## src/rtl/hcsr04_ranger.sv

```systemverilog
// HC-SR04 ultrasonic ranger: periodic trigger pulses, echo high-time measured in clk cycles.
// Optional HCSR04_AVG4_EN: publish the mean of the last four results instead of the raw one.
module hcsr04_ranger #(
  parameter int unsigned TRIG_CYCLES    = 500,
  parameter int unsigned TIMEOUT_CYCLES = 1_900_000,
  parameter int unsigned PERIOD_CYCLES  = 3_000_000
) (
  input  logic        clk,
  input  logic        rst_n,
  input  logic        enable,
  input  logic        echo,
  output logic        trigger,
  output logic [31:0] echo_duration,
  output logic        valid,
  output logic        timeout,
  output logic        busy
);

  typedef enum logic [2:0] {StIdle, StTrig, StWaitRise, StMeasure, StHoldoff} state_e;

  state_e      state_q, state_d;
  logic        echo_meta_q, echo_s_q, echo_s_prev_q;
  logic        echo_rise, echo_fall;
  logic [31:0] period_cnt_q, timeout_cnt_q, dur_cnt_q;
  logic        period_clr, timeout_hit;
  logic        res_load, res_to;
  logic [31:0] res_val;
  logic [31:0] echo_duration_q;
  logic        valid_q, timeout_q;

  always_ff @(posedge clk or negedge rst_n) begin
    if (!rst_n) begin
      echo_meta_q   <= 1'b0;
      echo_s_q      <= 1'b0;
      echo_s_prev_q <= 1'b0;
    end else begin
      echo_meta_q   <= echo;
      echo_s_q      <= echo_meta_q;
      echo_s_prev_q <= echo_s_q;
    end
  end

  assign echo_rise   = echo_s_q & ~echo_s_prev_q;
  assign echo_fall   = ~echo_s_q & echo_s_prev_q;
  // >= so a rise landing on the last WAIT_RISE cycle still times out in MEASURE
  assign timeout_hit = (timeout_cnt_q >= TIMEOUT_CYCLES - 1);

  always_comb begin
    state_d    = state_q;
    period_clr = 1'b0;
    res_load   = 1'b0;
    res_to     = 1'b0;
    res_val    = '0;
    unique case (state_q)
      StIdle: begin
        if (enable) begin
          state_d    = StTrig;
          period_clr = 1'b1;
        end
      end
      StTrig: begin
        if (period_cnt_q == TRIG_CYCLES - 1) state_d = StWaitRise;
      end
      StWaitRise: begin
        if (echo_rise) begin
          state_d = StMeasure;
        end else if (timeout_hit) begin
          state_d  = StHoldoff;
          res_load = 1'b1;
          res_to   = 1'b1;
          res_val  = 32'hFFFF_FFFF;
        end
      end
      StMeasure: begin
        // A fall coinciding with the timeout is still a good result
        if (echo_fall) begin
          state_d  = StHoldoff;
          res_load = 1'b1;
          res_val  = dur_cnt_q;
        end else if (timeout_hit) begin
          state_d  = StHoldoff;
          res_load = 1'b1;
          res_to   = 1'b1;
          res_val  = 32'hFFFF_FFFF;
        end
      end
      StHoldoff: begin
        if (period_cnt_q == PERIOD_CYCLES - 1) begin
          if (enable) begin
            state_d    = StTrig;
            period_clr = 1'b1;
          end else begin
            state_d = StIdle;
          end
        end
      end
      default: state_d = StIdle;
    endcase
  end

  always_ff @(posedge clk or negedge rst_n) begin
    if (!rst_n) begin
      state_q       <= StIdle;
      period_cnt_q  <= '0;
      timeout_cnt_q <= '0;
      dur_cnt_q     <= '0;
    end else begin
      state_q <= state_d;

      if (period_clr) begin
        period_cnt_q <= '0;
      end else if (state_q != StIdle) begin
        period_cnt_q <= period_cnt_q + 32'd1;
      end

      if (state_q == StTrig) begin
        timeout_cnt_q <= '0;
      end else if (state_q == StWaitRise || state_q == StMeasure) begin
        timeout_cnt_q <= timeout_cnt_q + 32'd1;
      end

      if (state_q == StWaitRise && echo_rise) begin
        dur_cnt_q <= 32'd1;
      end else if (state_q == StMeasure && echo_s_q && dur_cnt_q != 32'hFFFF_FFFF) begin
        dur_cnt_q <= dur_cnt_q + 32'd1;
      end
    end
  end

`ifdef HCSR04_AVG4_EN
  logic [31:0] hist_q [4];
  logic        hist_full_q;
  logic        pend_q, pend_to_q;
  logic [33:0] hist_sum;

  assign hist_sum = {2'b00, hist_q[0]} + {2'b00, hist_q[1]} +
                    {2'b00, hist_q[2]} + {2'b00, hist_q[3]};

  always_ff @(posedge clk or negedge rst_n) begin
    if (!rst_n) begin
      for (int i = 0; i < 4; i++) hist_q[i] <= '0;
      hist_full_q     <= 1'b0;
      pend_q          <= 1'b0;
      pend_to_q       <= 1'b0;
      echo_duration_q <= '0;
      timeout_q       <= 1'b0;
      valid_q         <= 1'b0;
    end else begin
      pend_q  <= res_load;
      valid_q <= pend_q;
      if (res_load) begin
        pend_to_q   <= res_to;
        hist_full_q <= 1'b1;
        // First result after reset seeds the whole window
        if (!hist_full_q) begin
          for (int i = 0; i < 4; i++) hist_q[i] <= res_val;
        end else begin
          hist_q[0] <= res_val;
          hist_q[1] <= hist_q[0];
          hist_q[2] <= hist_q[1];
          hist_q[3] <= hist_q[2];
        end
      end
      if (pend_q) begin
        echo_duration_q <= hist_sum[33:2];
        timeout_q       <= pend_to_q;
      end
    end
  end
`else
  always_ff @(posedge clk or negedge rst_n) begin
    if (!rst_n) begin
      echo_duration_q <= '0;
      timeout_q       <= 1'b0;
      valid_q         <= 1'b0;
    end else begin
      valid_q <= res_load;
      if (res_load) begin
        echo_duration_q <= res_val;
        timeout_q       <= res_to;
      end
    end
  end
`endif

  assign trigger       = (state_q == StTrig);
  assign busy          = (state_q != StIdle);
  assign echo_duration = echo_duration_q;
  assign valid         = valid_q;
  assign timeout       = timeout_q;

endmodule

```

## config.mk

```make
export PLATFORM = sky130hd
export DESIGN_NAME = hcsr04_ranger
export DESIGN_NICKNAME = d
export VERILOG_FILES = /design/src/rtl/hcsr04_ranger.sv
export SDC_FILE = /design/constraint.sdc
export NUM_CORES = 1
export LEC_CHECK = 0
export ABC_CLOCK_PERIOD_IN_PS = 3700
export CAP_MARGIN = 15
export CORE_ASPECT_RATIO = 0.75
export CORE_MARGIN = 2
export CORE_UTILIZATION = 40
export CTS_CLUSTER_SIZE = 30
export DETAILED_ROUTE_END_ITERATION = 12
export PLACE_DENSITY = 0.65
export SLEW_MARGIN = 20
export SYNTH_ARGS = -nofsm -noshare
export SYNTH_HDL_FRONTEND = slang
export SYNTH_SLANG_ARGS = --single-unit
export TNS_END_PERCENT = 30
```

## constraint.sdc

```tcl
create_clock -name clk -period 3.7 [get_ports clk]
set_clock_uncertainty 0.15 [all_clocks]
set_input_delay 0.555 -clock clk [delete_from_list [all_inputs] [get_ports clk]]
set_output_delay 0.555 -clock clk [all_outputs]
set_load 0.01 [all_outputs]
```

# After elaboration in Yosys (flattened, before gate mapping)
# Index checks and enable logic that the tools add are counted.
# W data, S select, Z words.
# totals
register_bits	136
inputBits	4
out_inout_bits	36
elab_cells	65
# classes
add_sub_neg	3
magnitude_cmp	1
n_eq_ne	10
n_mux	27
bitwise	4
reduce_logical	10
# ops
cell	n
$mux W32	9
$add A32 B1 Y32 const B	3
$pmux W32 S2	1
$eq A32 B22 Y1 const B	1
$eq A32 B9 Y1 const B	1
$ge A32 B21 Y1 const B	1
$ne A32 B32 Y1 const B	1
$mux W3	6
$pmux W3 S5	1
$mux W1	7
$eq A3 B2 Y1 const B	2
$pmux W1 S2	3
$reduce_bool A2 Y1	3
$ne A2 B2 Y1 const B	2
$eq A3 B1 Y1 const B	1
$eq A3 B3 Y1 const B	1
$logic_and A1 B1 Y1	3
$logic_not A3 Y1	1
$reduce_and A3 Y1	1
$reduce_bool A3 Y1	1
$and A1 B1 Y1	2
$ne A2 B1 Y1 const B	1
$not A1 Y1	2
$logic_or A1 B1 Y1	1

# Longest topological paths before layout
# Gate-level depths: netlist of the first run.
# depth
ltp_word	5
depth_mapped	8
mapped_depth_nobuf	7

# Least setup slack after synthesis of the first run
# OpenSTA, ideal clock, no wires.
# synth_timing
path_kind	register to register
startpoint	register dur_cnt_q[0]
endpoint	register dur_cnt_q[8]
setup_ns	0.130
arrival_time_ns	2.168
required_time_ns	3.420
path_slack_ns	1.252
path_stages_with_launch	9
path_buffers	1
synth_period_minus_slack_ns	2.448
path_cell_list	dfrtp_1 ha_1 nand2_1 or4_4 or4_4 buf_6 nand4_1 xor2_1 nor2_1
# synth_between
elab_chain_len	3
word_cells_on_any_way	6
cone_classes	add/sub (1); eq/ne (1); mux (2); reduce/logical (2)
# synth_rtl
item	line	rtl
start: declaration	24	logic [31:0] period_cnt_q, timeout_cnt_q, dur_cnt_q;
start signal: assignment	125	dur_cnt_q <= dur_cnt_q + 32'd1;
$add A32 B1 Y32 / $ne A32 B32 Y1 (equally long branches)	125, 124	
$mux W32 / $logic_and A1 B1 Y1 (equally long branches)	124	end else if (state_q == StMeasure && echo_s_q && dur_cnt_q != 32'hFFFF_FFFF) begin
$mux W32 / $reduce_bool A2 Y1 (equally long branches)	-	
# Parallel ways exist; a longest one is shown, timed or not. The select of a mux whose other input is x is not followed.
# A chain may end at the register's enable or synchronous reset.

# Worst setup path after layout of the first run
# layout_timing
startpoint	register state_q[1]
endpoint	output port trigger
# layout_between
elab_chain_len	1
# layout_rtl
item	line	rtl
start: declaration	21	state_e state_q, state_d;
start signal: assignment	103	state_q <= StIdle;
start signal: assignment	108	state_q <= state_d;
$eq A3 B1 Y1	186	assign trigger = (state_q == StTrig);
end: declaration	12	output logic trigger,
# Every way passes these cells.

==> Flow_metrics.wiki, run 1 <==
{| class="wikitable"
! Metric !! Value
|-
| Result of the run || completed
|-
| Number of distinct library cells after synthesis || 57
|-
| Final setup TNS || 0 ns
|-
| Placed cell areas || around 0.007 mm^2
|-
| Drt wl/cell || about 16 um
|-
| FF+latch count, synth || about 140
|-
| Synthesis-to-layout area growth || 18.4%
|-
| Internal Power || 3460 uW
|-
| Maximum single-stage delay on the critical path || about 0.59 ns
|-
| Mean cell area of the mapped netlist || 10.0 um^2
|-
| ANT cells || 0
|-
| DRC violations left || 0
|-
| Floorplan row count || 40
|-
| Category of the worst setup path capture point || output pin
|-
| Port-buffer cells || 39
|-
| Die extent in x || 151 um
|-
| Nets || between 600 and 700
|-
| Crit path depth || 4
|-
| Async set-reset flop share out of synthesis || 1.00
|-
| Drt pass-1 iters || 5
|-
| Count of buffer and inverter cells on the critical path || 2
|-
| Clock root cell || sky130_fd_sc_hd__clkbuf_16
|-
| Combinational fraction of design power || 0.255
|-
| RSZ-0062 raised after global routing || false
|-
| Total global-route track usage || 0.180
|-
| Maximum buffer depth of the clock tree || 2
|-
| Number of setup violations in the final report || 0
|-
| Primary FF master, synth || sky130_fd_sc_hd__dfrtp_1
|-
| Total grt overflow || 0
|-
| Number of synthesized flops with an enable pin || 0
|-
| Layout cells sized above 1 || 0.0895
|-
| Wire length of the first global-routing pass || about 25 mm
|-
| Initial antenna violation count || 0
|-
| Number of buffers inserted by hold repair at cts || 0
|-
| Half-perimeter wire length after detailed placement || a little under 10 mm
|-
| Number of global-route vias before repair || around 5000
|-
| Cell taking the most area after synthesis || sky130_fd_sc_hd__dfrtp_1
|-
| Final worst-path cycle share || 0.725
|-
| Combined area of all synthesized cells || between 0.006 and 0.007 mm^2
|-
| Starting DRC count in detailed routing || 425
|-
| Final standard cell utilization of the core || 0.484
|-
| Reg2reg path depth || 6
|-
| Die Outline Area || 0.0174 mm^2
|-
| Max Clk Rate || 373 MHz
|-
| IO Count || 40
|-
| Via count || 5211
|-
| Max Fanout on Critical Path || 19
|-
| Data arrival time of the critical path || just under 2 ns
|-
| Final critical delay including setup and external delays || between 2 and 3 ns
|-
| CORE AREA || between 0.015 and 0.02 mm^2
|-
| Highest-delay cell along the critical path || sky130_fd_sc_hd__dfrtp_1
|-
| Die height || ~110 um
|-
| Max Cap Viol || 0
|-
| Clock insertion delay at the later pin of the skew report || 0.42 ns
|-
| Initial Util || 0.409
|-
| Post-cts gate resize count || 0
|-
| Clk slew on worst S/H paths || 0.05 ns
|-
| Via-to-Cell Ratio || 5.70
|-
| Tightest slew margin relative to the limit || 0.411
|-
| Hold violation total from the final report || 0
|-
| Final-layout fill cell count || about 1400
|-
| Largest net degree at the start of global routing || 93
|-
| Dpl ws || between 0.9 and 1 ns
|-
| Final wirelength || about 15 mm
|-
| Switching power of the nets || 1440 uW
|-
| Proportion of power drawn by flip-flops and latches || 0.405
|-
| Number of pins exceeding their max-slew limit in the final report || 0
|-
| Switching part of the total || 0.294
|-
| H-tree depth reported by CTS || 4
|-
| Power density over cell area || 634 mW/mm^2
|-
| Peak supply drop || around 330 uV
|-
| Cells traversed along the worst timing path || nor2_1 > nand2_1 > inv_1 > clkdlybuf4s50_1
|-
| Setup fix buffers added after clock tree synthesis || 0
|-
| Clock group share of total power || 0.339
|-
| Cells taking the most area after synthesis || sky130_fd_sc_hd__dfrtp_1 (52%), sky130_fd_sc_hd__nor2_1 (4.5%), sky130_fd_sc_hd__o22a_1 (4.2%)
|-
| Min-Delay Path Class || in -> async
|-
| Final estimated routing congestion in global placement || just over 0.8
|-
| Most instantiated library cell after synthesis || sky130_fd_sc_hd__dfrtp_1
|-
| Post-synthesis sequential area ratio || 0.522
|-
| Clock tree from TritonCTS || done
|-
| Number of buffers created by CTS || 17
|-
| Area share of the leading cell type in the synthesized netlist || 0.522
|-
| Slew at the pin closest to its max-slew limit || just under 0.9 ns
|-
| Count of clock tree sinks || between 100 and 150
|-
| CP Class || reg -> out
|-
| Final setup margin || approximately 1 ns
|-
| Gate Count Post-Synth || 650
|-
| Final standard cell area without fillers || 0.00772 mm^2
|-
| Data required time at the worst endpoint || approximately 3.0 ns
|-
| Most common library cells after synthesis || sky130_fd_sc_hd__dfrtp_1 (136), sky130_fd_sc_hd__nor2_1 (79), sky130_fd_sc_hd__nand2_1 (57), sky130_fd_sc_hd__nand3_1 (43), sky130_fd_sc_hd__o22a_1 (31)
|-
| Kind of start point of the critical path || flop
|-
| Syn Nets || 657
|-
| Top Family by Delay on Critical Path || buffers and inverters
|-
| Routed Antenna Nets || 0
|-
| Number of warnings issued by yosys || 0
|-
| Reported leakage power || roughly 0.0032 uW
|}
==> cell type report <==
cell class,instances,area [um^2],share of cell area
Inverter,8,30.0,0.00389
Clock buffer,22,484,0.0627
Clock inverter,9,97.6,0.0126
Sequential cell,136,3400,0.441
Tap cell,210,263,0.0340
Multi-Input combinational cell,478,2960,0.384
Timing Repair Buffer,51,482,0.0624
==> registers in the layout, indices dropped and copies added, names as in the netlist, 3 cells and up <==
register and cells:
dur_cnt_q 32, echo_duration 32, period_cnt_q 32, timeout_cnt_q 32
state_q 3
==> worst reg2reg max path: stages, from the launching register on <==
cell                      delay, ns
sky130_fd_sc_hd__dfrtp_1       0.72
sky130_fd_sc_hd__nor2b_1       0.62
sky130_fd_sc_hd__nand4_1       0.40
sky130_fd_sc_hd__nor3_1        0.33
sky130_fd_sc_hd__nand4_1       0.15
sky130_fd_sc_hd__nand3_1       0.09
sky130_fd_sc_hd__o21ai_0       0.08
==> power by group through the flow <==
stage | registers (uW) | logic (uW) | clock network, uW
global placement | 2000 | 1230 | 0
global route | 2030 | 1370 | 1750
detailed placement | 2010 | 1260 | 0
CTS | 1990 | 1260 | 1690
finish | 1990 | 1250 | 1660
floorplan | 2000 | 644 | 0
==> layer usage <==
layer,wire length (um),share of wire,up-vias,global-route usage
met5,0,0,-,0
met4,135,0.0093,0,0.0492
met3,651,0.045,12,0.0442
met2,6510,0.45,128,0.267
met1,7260,0.50,2595,0.262
li1,-,-,2476,-
==> through the flow <==
step / instances / hold WS (ns) / power (uW)
floorplan: 650 / 0.109 / 2650
global placement: 883 / 0.230 / 3230
detailed placement: 883 / 0.216 / 3270
CTS: 914 / 0.0982 / 4940
global route: 914 / 0.135 / 5150
finish: 914 / 0.0660 / 4900
==> path summary, 6_finish.rpt <==
path | end | slack [ns] | from
min in group clk | echo_s_q | 0.24 | echo_meta_q
worst max-delay path | trigger | 1.02 | state_q[1]
worst min-delay path | echo_duration[10] | 0.07 | rst_n
max in group asynchronous | timeout_cnt_q[17] | 2.57 | rst_n
worst max register to register | timeout_cnt_q[13] | 1.06 | state_q[1]
worst min register to register | echo_s_q | 0.24 | echo_meta_q
==> kinds of logic (layout without fill, tap and decap cells) <==
group	after synthesis	after routing	synth area share
AO/OA/AOI/OAI	107	107	0.118
flip-flops	136	136	0.522
adder cells (fa/ha/maj)	3	3	0.00575
buffers and inverters	36	90	0.0259
AND/OR/NAND/NOR	309	309	0.247
XOR/XNOR	49	49	0.0658
multiplexers	10	10	0.0159
==> layout by cell type, fill, tap and decap left out, types with 4 or more instances in the layout <==
| master | Yosys | final |
|---|---|---|
| sky130_fd_sc_hd__a21oi_1 | 12 | 10 |
| sky130_fd_sc_hd__a22o_1 | 6 | 6 |
| sky130_fd_sc_hd__a31oi_1 | 4 | 4 |
| sky130_fd_sc_hd__and3_1 | 17 | 17 |
| sky130_fd_sc_hd__and4_1 | 5 | 5 |
| sky130_fd_sc_hd__buf_4 | 1 | 12 |
| sky130_fd_sc_hd__clkbuf_16 | 0 | 17 |
| sky130_fd_sc_hd__clkbuf_8 | 1 | 4 |
| sky130_fd_sc_hd__clkdlybuf4s50_1 | 0 | 38 |
| sky130_fd_sc_hd__clkinv_2 | 0 | 6 |
| sky130_fd_sc_hd__dfrtp_1 | 136 | 136 |
| sky130_fd_sc_hd__inv_1 | 8 | 8 |
| sky130_fd_sc_hd__mux2i_1 | 7 | 7 |
| sky130_fd_sc_hd__nand2_1 | 57 | 57 |
| sky130_fd_sc_hd__nand2b_1 | 6 | 6 |
| sky130_fd_sc_hd__nand3_1 | 43 | 43 |
| sky130_fd_sc_hd__nand4_1 | 24 | 24 |
| sky130_fd_sc_hd__nor2_1 | 79 | 78 |
| sky130_fd_sc_hd__nor3_1 | 24 | 24 |
| sky130_fd_sc_hd__nor4_1 | 15 | 15 |
| sky130_fd_sc_hd__nor4b_1 | 6 | 6 |
| sky130_fd_sc_hd__o211ai_1 | 8 | 8 |
| sky130_fd_sc_hd__o21ai_0 | 25 | 25 |
| sky130_fd_sc_hd__o22a_1 | 31 | 31 |
| sky130_fd_sc_hd__o311ai_0 | 4 | 4 |
| sky130_fd_sc_hd__o31ai_1 | 5 | 5 |
| sky130_fd_sc_hd__or3_1 | 8 | 8 |
| sky130_fd_sc_hd__xnor2_1 | 25 | 25 |
| sky130_fd_sc_hd__xor2_1 | 24 | 24 |
No activity file was read; power rests on OpenSTA's default activity.
==> run 2, diff against run 1 <==
ABC_CLOCK_PERIOD_IN_PS = 2150   (was 3700)
PLACE_DENSITY = 0.68   (was 0.65)
clock period = 2.15 ns   (was 3.7 ns; I/O delays follow)
==> run 2 against run 1 <==
  * The run now ends with setup timing left
  * Final cell count up 9.8%
  * Flip-flop and latch count unchanged
  * Final area is 14% higher
  * Core utilization increased by 6.7 points
  * First-iteration DRC count rose by 16%
  * Via count grew 8.3%
  * Register-to-register slack worse by 1.2 ns
  * Critical path depth increased by 3
  * Combinational power rose by 120%
  * Global-route usage increased by 2.6 points
  * Non-clock buffer count increased by 90
  * Worst hold slack better by 0.12 ns
  * Highest routed layer unchanged
==> Flow_metrics.wiki, run 2 (synthesized netlist as in run 1, its figures left out) <==
{| class="wikitable"
! Metric !! Value
|-
| Final wirelength || 17.0 mm (+17%)
|-
| Total grt overflow || 0 (unchanged)
|-
| Via count || 5644 (+8.3%)
|-
| Count of clock tree sinks || 136 (unchanged)
|-
| Port-buffer cells || 39 (unchanged)
|-
| Number of buffers created by CTS || 17 (unchanged)
|-
| Startpoint of the worst-slack reg-to-reg timing path || dur_cnt_q[0]
|-
| Maximum buffer depth of the clock tree || 2 (unchanged)
|-
| CP Class || reg -> reg
|-
| Drt wl/cell || 16.9 um (+6.3%)
|-
| Internal Power || 6780 uW (+96%)
|-
| Fin cells || 1004 (+9.8%)
|-
| Max Fanout on Critical Path || 8 (-11)
|-
| Worst-case register-to-register setup slack || -0.15 ns (-1.21 ns)
|-
| Kind of start point of the critical path || flop
|-
| Final setup margin || -0.151 ns (-1.17 ns)
|-
| Commonest non-fill, non-tap cell in the layout || sky130_fd_sc_hd__dfrtp_1
|-
| Data arrival time of the critical path || 2.46 ns (+0.48 ns)
|-
| ANT cells || 0 (unchanged)
|-
| Die Outline Area || 0.0174 mm^2 (unchanged)
|-
| Cells traversed along the worst timing path || ha_2 > nand2_2 > or4_4 > or4_4 > nand4_1 > xor2_1 > nor2_1
|-
| Number of pins exceeding their max-slew limit in the final report || 0 (unchanged)
|-
| Half-perimeter wire length after detailed placement || 11.3 mm (+16%)
|-
| Peak supply drop || 618 uV (+85%)
|-
| Hold Crit Start || echo
|-
| Max Clk Rate || between 400 and 500 MHz
|-
| Max Cap Viol || 0 (unchanged)
|-
| Top library cells by usage in the layout, fill and taps aside || sky130_fd_sc_hd__dfrtp_1 (130), sky130_fd_sc_hd__buf_4 (91), sky130_fd_sc_hd__nor2_1 (77)
|-
| Switching part of the total || 0.287 (-0.00766)
|-
| Final estimated routing congestion in global placement || 0.890 (+9.9%)
|-
| Die height || 115 um (unchanged)
|-
| CORE AREA || 0.0160 mm^2 (unchanged)
|-
| Highest-delay cell along the critical path || sky130_fd_sc_hd__or4_4
|-
| Clock group share of total power || 0.364 (+0.025)
|-
| Proportion of power drawn by flip-flops and latches || 0.353 (-0.052)
|-
| Switching power of the nets || 2720 uW (+89%)
|-
| Power density over cell area || 1080 mW/mm^2 (+70%)
|-
| Reported leakage power || 0.00380 uW (+18%)
|-
| Layout cells sized above 1 || 0.247 (+0.157)
|-
| IO Count || 40 (unchanged)
|-
| RSZ-0062 raised after global routing || true
|-
| Combinational fraction of design power || 0.283 (+0.028)
|-
| Wire length of the first global-routing pass || 27.9 mm (+13%)
|-
| Data required time at the worst endpoint || 2.31 ns (-0.68 ns)
|-
| Most frequent cell on the critical path || sky130_fd_sc_hd__or4_4
|-
| Synthesis-to-layout area growth || 34.8%
|-
| Via-to-Cell Ratio || 5.62 (-1.4%)
|-
| Starting DRC count in detailed routing || 493 (+16%)
|-
| Initial Util || 0.409 (unchanged)
|-
| Largest net degree at the start of global routing || 50 (-46%)
|-
| Total instance count after detailed placement || 958 (+8.5%)
|-
| Result of the run || finished, violations left
|-
| Category of the worst setup path capture point || flop
|-
| Initial antenna violation count || 0 (unchanged)
|-
| Drt pass-1 iters || 5 (unchanged)
|-
| Slew at the pin closest to its max-slew limit || 0.464 ns (-0.412 ns)
|-
| Min-Delay Path Depth || 1
|-
| H-tree depth reported by CTS || 4 (unchanged)
|-
| Clock insertion delay at the later pin of the skew report || 0.43 ns (about the same)
|-
| Clock tree from TritonCTS || done
|-
| Min-Delay Path Class || in -> reg
|-
| Final critical delay including setup and external delays || between 2 and 2.5 ns
|-
| Final worst-path cycle share || 1.07
|-
| Clk slew on worst S/H paths || 0.06 ns (about the same)
|-
| Clock root cell || sky130_fd_sc_hd__clkbuf_16
|-
| Worst reg2reg path endpoint || dur_cnt_q[15]
|-
| Maximum single-stage delay on the critical path || 0.55 ns (-0.04 ns)
|-
| Reg2reg path depth || 7 (+1)
|-
| DRC violations left || 0 (unchanged)
|-
| Placed cell areas || 0.00776 mm^2 (+8.7%)
|-
| Number of global-route vias before repair || 5705 (+14%)
|-
| Floorplan row count || 40 (unchanged)
|-
| Total global-route track usage || 0.206 (+0.0264)
|-
| Tightest slew margin relative to the limit || 0.688 (+0.277)
|-
| Endpoint of the worst hold path || echo_meta_q
|-
| Routed Antenna Nets || 0 (unchanged)
|-
| Hold violation total from the final report || 0 (unchanged)
|-
| Nets || 789 (+13%)
|-
| Final standard cell area without fillers || 0.00879 mm^2 (+14%)
|-
| Die extent in x || 151 um (unchanged)
|-
| Number of setup violations in the final report || 15 (+15)
|-
| Violations in the final reports || setup timing
|-
| Final standard cell utilization of the core || 0.551 (+0.0671)
|}
[run 2: per-stage QoR]
stage	hold slack (ns)	total power, uW	setup TNS (ns)	worst slack (ns)
after floorplan	-0.123	4560	-0.950	-0.161
after global placement	0.119	5770	-0.351	-0.111
after detailed placement	0.125	5890	-2.15	-0.207
after CTS	0.172	9480	-0.827	-0.125
after global routing	0.191	9960	-5.32	-0.241
final	0.185	9500	-0.669	-0.151
[run 2: cell type report]
class	instances	area (um^2)
fillers	1346	7170
flip-flops and latches	136	3410
multi-input cells	478	3150
repair buffers	141	1240
clock buffers	19	453
well taps	210	263
clock inverters	12	246
inverters	8	30.0
[run 2: what timing repair did]
action / in CTS / in global routing
setup buffers: 10 / 3
resized for setup: 19 / 40
pin swaps: 5 / 17
gates cloned: 0 / 1
setup endpoints to repair: 55 / 111
hold endpoints to repair: 39 / 0
hold buffers: 1 / 0
[run 2: power groups by stage]
stage                     Combinational, uW  Clock [uW]  Sequential [uW]
after floorplan                        1110           0             3450
after global placement                 2390           0             3380
after detailed placement               2480           0             3410
after CTS                              2610        3510             3360
after global routing                   2920        3630             3420
final                                  2690        3460             3360
[run 2: how the worst max path moves through the flow]
stage | startpoint | to | cells past startpoint
after floorplan | dur_cnt_q[0] | dur_cnt_q[15] | 8
after global placement | enable | period_cnt_q[31] | 6
after detailed placement | enable | period_cnt_q[31] | 6
after CTS | dur_cnt_q[1] | dur_cnt_q[15] | 7
after global routing | dur_cnt_q[0] | dur_cnt_q[15] | 7
final | dur_cnt_q[0] | dur_cnt_q[15] | 7
[run 2: worst max-delay path: cells and delay by family (launching register included)]
kind	cells	cell delay, ns
adders and majority gates	1	0.19
xor gates and xnor gates	1	0.17
DFF	1	0.36
and+or+nand+nor	5	1.31
[run 2: metal layers]
layer	routed length, um	vias up	GRT usage
met5	0	-	0
met4	292	0	0.0816
met3	896	31	0.0566
met2	7940	173	0.315
met1	7880	2791	0.279
li1	-	2649	-
